**config.mk**
```make
export PLATFORM = sky130hd
export DESIGN_NAME = cam_xclk_seq
export DESIGN_NICKNAME = d
export VERILOG_FILES = /design/src/rtl/cam_xclk_seq.sv
export SDC_FILE = /design/constraint.sdc
export NUM_CORES = 1
export LEC_CHECK = 0
export ABC_CLOCK_PERIOD_IN_PS = 3100
export CAP_MARGIN = 10
export CORE_MARGIN = 2
export CORE_UTILIZATION = 56
export CTS_CLUSTER_DIAMETER = 120
export DETAILED_ROUTE_END_ITERATION = 6
export PLACE_DENSITY = 0.8
export SKIP_CTS_REPAIR_TIMING = 1
export SLEW_MARGIN = 40
export SYNTH_ARGS = -nofsm -noshare
export SYNTH_HDL_FRONTEND = slang
export SYNTH_SLANG_ARGS = --single-unit
```
**constraint.sdc**
```tcl
create_clock -name clk -period 3.1 [get_ports clk]
set_input_delay 0.62 -clock clk [delete_from_list [all_inputs] [get_ports clk]]
set_output_delay 0.62 -clock clk [all_outputs]
set_load 0.03 [all_outputs]
```
**src/rtl/cam_xclk_seq.sv**
```systemverilog
// Camera power-up sequencer and programmable XCLK generator.
// Orders cam_pwdn / xclk / cam_rst_n for the sensor and provides a
// runtime-programmable xclk half-period that changes only at falling edges.
module cam_xclk_seq #(
  parameter int unsigned CNT_W    = 16,
  parameter int unsigned DEF_HALF = 25000,
  parameter int unsigned T_PWDN   = 1000,
  parameter int unsigned T_RST    = 1000,
  parameter int unsigned T_SETTLE = 1000,
  parameter int unsigned TMR_W    = 20
) (
  input  logic             clk,
  input  logic             reset,
  input  logic             cfg_we,
  input  logic             cfg_addr,
  input  logic [CNT_W-1:0] cfg_wdata,
  output logic [CNT_W-1:0] cfg_rdata,
  input  logic             start,
  input  logic             stop,
  output logic             xclk,
  output logic             xclk_rise,
  output logic             cam_pwdn,
  output logic             cam_rst_n,
  output logic             ready,
  output logic             busy
);

  typedef enum logic [2:0] {
    OFF    = 3'd0,
    PWRUP  = 3'd1,
    CLKON  = 3'd2,
    SETTLE = 3'd3,
    RUN    = 3'd4,
    STOP   = 3'd5
  } state_t;

  state_t             state, state_nx;
  logic [TMR_W-1:0]   timer;
  logic [CNT_W-1:0]   q;
  logic [CNT_W-1:0]   half_shadow;
  logic [CNT_W-1:0]   half_active;
  logic               div_en;
  logic               div_wrap;

  // Divider runs through the powered states; in STOP only to finish a high phase.
  assign div_en   = (state == CLKON) || (state == SETTLE) || (state == RUN) ||
                    ((state == STOP) && xclk);
  assign div_wrap = (q == half_active - CNT_W'(1));

  // Next-state logic; stop has priority over start and over timed exits.
  always_comb begin
    state_nx = state;
    case (state)
      OFF:    if (start && !stop) state_nx = PWRUP;
      PWRUP:  if (stop) state_nx = STOP;
              else if (timer == TMR_W'(T_PWDN - 1)) state_nx = CLKON;
      CLKON:  if (stop) state_nx = STOP;
              else if (timer == TMR_W'(T_RST - 1)) state_nx = SETTLE;
      SETTLE: if (stop) state_nx = STOP;
              else if (timer == TMR_W'(T_SETTLE - 1)) state_nx = RUN;
      RUN:    if (stop) state_nx = STOP;
      STOP:   if (!xclk) state_nx = OFF;
      default: state_nx = OFF;
    endcase
  end

  // State, sequence timer and pin outputs; pins are registered from the next state
  // so they change in the same cycle the state register does.
  always_ff @(posedge clk) begin
    if (reset) begin
      state     <= OFF;
      timer     <= '0;
      cam_pwdn  <= 1'b1;
      cam_rst_n <= 1'b0;
      ready     <= 1'b0;
      busy      <= 1'b0;
    end else begin
      state     <= state_nx;
      timer     <= (state_nx != state) ? '0 : timer + TMR_W'(1);
      cam_pwdn  <= (state_nx == OFF);
      cam_rst_n <= (state_nx == SETTLE) || (state_nx == RUN);
      ready     <= (state_nx == RUN);
      busy      <= (state_nx == PWRUP) || (state_nx == CLKON) ||
                   (state_nx == SETTLE) || (state_nx == STOP);
    end
  end

  // Half-period divider; new HALF is adopted only on a 1->0 toggle while running.
  always_ff @(posedge clk) begin
    if (reset) begin
      q           <= '0;
      xclk        <= 1'b0;
      xclk_rise   <= 1'b0;
      half_active <= CNT_W'(DEF_HALF);
    end else if (!div_en) begin
      q           <= '0;
      xclk        <= 1'b0;
      xclk_rise   <= 1'b0;
      half_active <= half_shadow;
    end else if (div_wrap) begin
      q           <= '0;
      xclk        <= !xclk;
      xclk_rise   <= !xclk;
      if (xclk) half_active <= half_shadow;
    end else begin
      q         <= q + CNT_W'(1);
      xclk_rise <= 1'b0;
    end
  end

  // HALF register; zero would stall the divider so it is stored as one.
  always_ff @(posedge clk) begin
    if (reset) begin
      half_shadow <= CNT_W'(DEF_HALF);
    end else if (cfg_we && !cfg_addr) begin
      half_shadow <= (cfg_wdata == '0) ? CNT_W'(1) : cfg_wdata;
    end
  end

  // Read mux: HALF or STATUS {ready, busy, state}.
  always_comb begin
    cfg_rdata = '0;
    if (!cfg_addr) cfg_rdata = half_shadow;
    else           cfg_rdata[4:0] = {ready, busy, state};
  end

endmodule
```
==> reports/results.env, run 1 <==
OUTCOME='completed'
FIRST_PASS_GRT_WIRE_LENGTH_UM=14400
FINALWORSTPATHREQUIREDPERIOD_NS=2.82
MULTI_INPUT_COMB_AREA_UM2=2270
GRT.TOTAL_USAGE_PCT=23.1
SYNTH_ENABLE_FLOP_CELLS=0
SYNTH.AREA.TOP_CELLS='dfxtp_1 39%, xnor2_1 6.8%, nor2_1 6.2%, xor2_1 4.9%, nand2_1 4.1%'
ROUTE.VIAS.TOTAL=3353
HTREE_NUM_LEVELS=3
FINAL_LAYOUT_SIZE_SUFFIX_GT1_SHARE_PCT=8.30
CP.BUFFERS_INVERTERS=3
ACHIEVABLE-FREQUENCY_MHz=354
TIMING.FINAL.MAX_SLEW_VIOLATIONS=0
SYN_TO_FINAL_GROWTH_PCT=20.0
CP_CELL_SEQUENCE='clkdlybuf4s50_1 -> buf_4 -> nor2b_1 -> clkdlybuf4s50_1'
FINALWEIGHTEDCONGESTION=0.835
POWER_LEAKAGE_nW=1.69
DETAILEDPLACEMENTHPWL_UM=6220
CAP_VIOLATIONS=0
SYNTH-ASYNC-RESET-RATIO_PCT=0
CRITICAL_PATH.MOST_COMMON_CELL='clkdlybuf4s50_1'
HOLD_VIOL_FINAL=0
FINAL_LAYOUT_FILL_CELL_COUNT=545
SYNTH_CELL_TYPE_COUNT=57
CP-END-KIND='primary output'
DIE-AREA_UM2=7770
CRITICAL_PATH_REQUIRED_NS=2.48
CP_DATA_ARRIVAL_TIME_NS=2.20
POSTSYNTHCELLCOUNT=468
POWER.IR.VDD_WORST_mV=0.364
N_ANTENNA_CELL=0
POWER.DENSITY_CELL_AREA_nW_PER_UM2=458
ANTENNA_VIOLATION_NET_COUNT_AFTER_DETAILED_ROUTING=0
WIRELENGTH_UM=8570
WORST-SLEW-PIN-TRANSITION_NS=0.607
DRT_PRE_ANTENNA_ITERS=4
TNS_NS=0
START_KIND='input port'
GRT_PASS1_VIAS=3140
SYNTH_TOP_AREA_SHARE_PCT=38.9
FINCLKSKEW_NS=0.0100
DIE_WIDTH_UM=88.1
PORT_BUFFERS=43
DETAIL_ROUTE.VIAS_PER_CELL=5.46
SYN-NUM-NETS=493
POST_SYNTH_INSTANCE_AREA_UM2=3970
FP.COREAREA_UM2=6830
CLK_TRANSITION_REPORTED_PATHS_NS=0.08
SYNTH.AVG_CELL_AREA_UM2=8.47
SYNTH.TOP_CELLS.BY_COUNT='77 x dfxtp_1, 66 x nor2_1, 43 x nand2_1'
CRIT_PATH_TOP_DELAY_CELL='clkdlybuf4s50_1'
FINALPOWER_mW=2.18
CRIT_FANOUT=13
SYNTH_TOP_FLOP_CELL='dfxtp_1'
SYNTH.FF_LATCH_COUNT=77
NNETSFINAL=538
FINALCRITPERIODSHARE_PCT=91.1
CLK_PATH_BUF_DEPTH=2
ROWS=30
DIE_H_UM=88.1
TIMING.SLEW.HEADROOM_PCT=59.2
SYNTH_WARNINGS=0
DETAIL_ROUTE.WL_PER_CELL_UM=13.9
DETAIL_ROUTE.ITER0.VIOLATIONS=176
INITIAL_UTILIZATION_PCT=58.0
POST-PLACE-WS_NS=0.0788
CLKSINKCOUNT=77
POST-SYNTH-TOP-COUNT-CELL='dfxtp_1'
SYNTH_SEQUENTIAL_AREA_RATIO_PCT=38.9
CLOCK_TREE_FROM_TRITONCTS='done'
YOSYSTOPAREACELL='dfxtp_1'
HOLD_REMOVAL_PATH_CLASS='reg -> reg'
RSZ0062_AT_GRT='no'
GRT_MAX_DEGREE=28
CLOCKROOTBUFFER='clkbuf_8'
CRITICAL-PATH-MAX-STAGE-DELAY_NS=0.68
DRC_ERRORS=0
CRIT_FAMILY='buffers and inverters'
GRT_ANTENNA_BEFORE_REPAIR=0
FINALWORSTSETUPSLACK_NS=0.276
IOS=44
FINAL-SETUP-VIOL-COUNT=0
LAYOUT.AREA.SEQ_UM2=1540
OVERFLOW=0
CTS-BUFFERS-INSERTED=9
WHS_NS=0.462
PATH_CLASS='in -> out'
WORST_SKEW_PAIR.LATE_LATENCY_NS=0.35
==> worst paths after layout <==
kind                                     start            end  slack (ns)  cells past startpoint
worst max-delay path                  cfg_addr  cfg_rdata[11]        0.28                      4
worst min-delay path                  timer[0]       timer[0]        0.46                      1
worst max register to register  half_active[0]          q[14]        0.31                      9
worst min register to register        timer[0]       timer[0]        0.46                      1
==> flip-flops by register name (all words and copies together), names as in the netlist, 3 cells and up <==
signal       count
timer           20
half_active     16
half_shadow     16
q               16
state            3
==> power by group <==
part / switching [mW] / internal, mW
Sequential: 0.0344 / 1.02
Clock: 0.370 / 0.477
Combinational: 0.147 / 0.130
Total: 0.551 / 1.63
==> placed cells by master (no fill, tap or decap), types with 3 or more instances in the layout <==
| cell | instances |
|---|---|
| dfxtp_1 | 77 |
| nor2b_1 | 21 |
| xor2_1 | 22 |
| nor2_1 | 66 |
| a22oi_2 | 3 |
| xnor2_1 | 31 |
| or4_1 | 4 |
| nor4_1 | 12 |
| nand2_1 | 43 |
| inv_1 | 13 |
| nand4_1 | 9 |
| clkdlybuf4s50_1 | 43 |
| clkbuf_8 | 10 |
| a22oi_1 | 3 |
| nand2b_1 | 17 |
| mux2_2 | 5 |
| o21bai_1 | 4 |
| and3_1 | 8 |
| or3_1 | 3 |
| nand3b_1 | 6 |
| ha_1 | 3 |
| nor3_1 | 6 |
| nand3_1 | 16 |
| buf_4 | 14 |
| o21ai_0 | 7 |
| mux2i_1 | 13 |
| a21oi_1 | 16 |
==> logic make-up after synthesis <==
family | share of synthesized area [%]
compound gates | 11.0
xor+xnor | 11.7
fa+ha+maj | 0.947
buf+inv | 3.94
flops | 38.9
mux | 4.70
simple gates | 28.9
==> final cells by class <==
cell class                      count  share of cell area (%)
Multi-Input combinational cell    354                    47.6
Sequential cell                    77                    32.4
Timing Repair Buffer               58                    11.7
Clock buffer                       11                    2.97
Tap cell                           96                    2.52
Clock inverter                      5                    1.76
Inverter                           13                    1.03
==> through the flow <==
| step | cells | instance area (µm²) | utilization, % |
|---|---|---|---|
| final | 614 | 4760 | 69.7 |
| after global routing | 614 | 4760 | 69.7 |
| after CTS | 611 | 4720 | 69.1 |
| after detailed placement | 595 | 4500 | 65.8 |
| after global placement | 595 | 4500 | 65.8 |
| after floorplan | 468 | 3970 | - |
==> per-layer routing <==
metal | track usage (%) | vias up | part of all wire [%]
met5 | 0 | - | 0
met4 | 6.06 | 0 | 0.79
met3 | 5.56 | 9 | 4.8
met2 | 36.3 | 85 | 46
met1 | 32.2 | 1567 | 49
li1 | - | 1692 | -
No activity file was read; power rests on OpenSTA's default activity.
==> inputs of run 2 (changes only) <==
Settings changed: CAP_MARGIN 10 to 20.
==> results of run 2 <==
Final layout, timing and power as in run 1 (identical DEF).
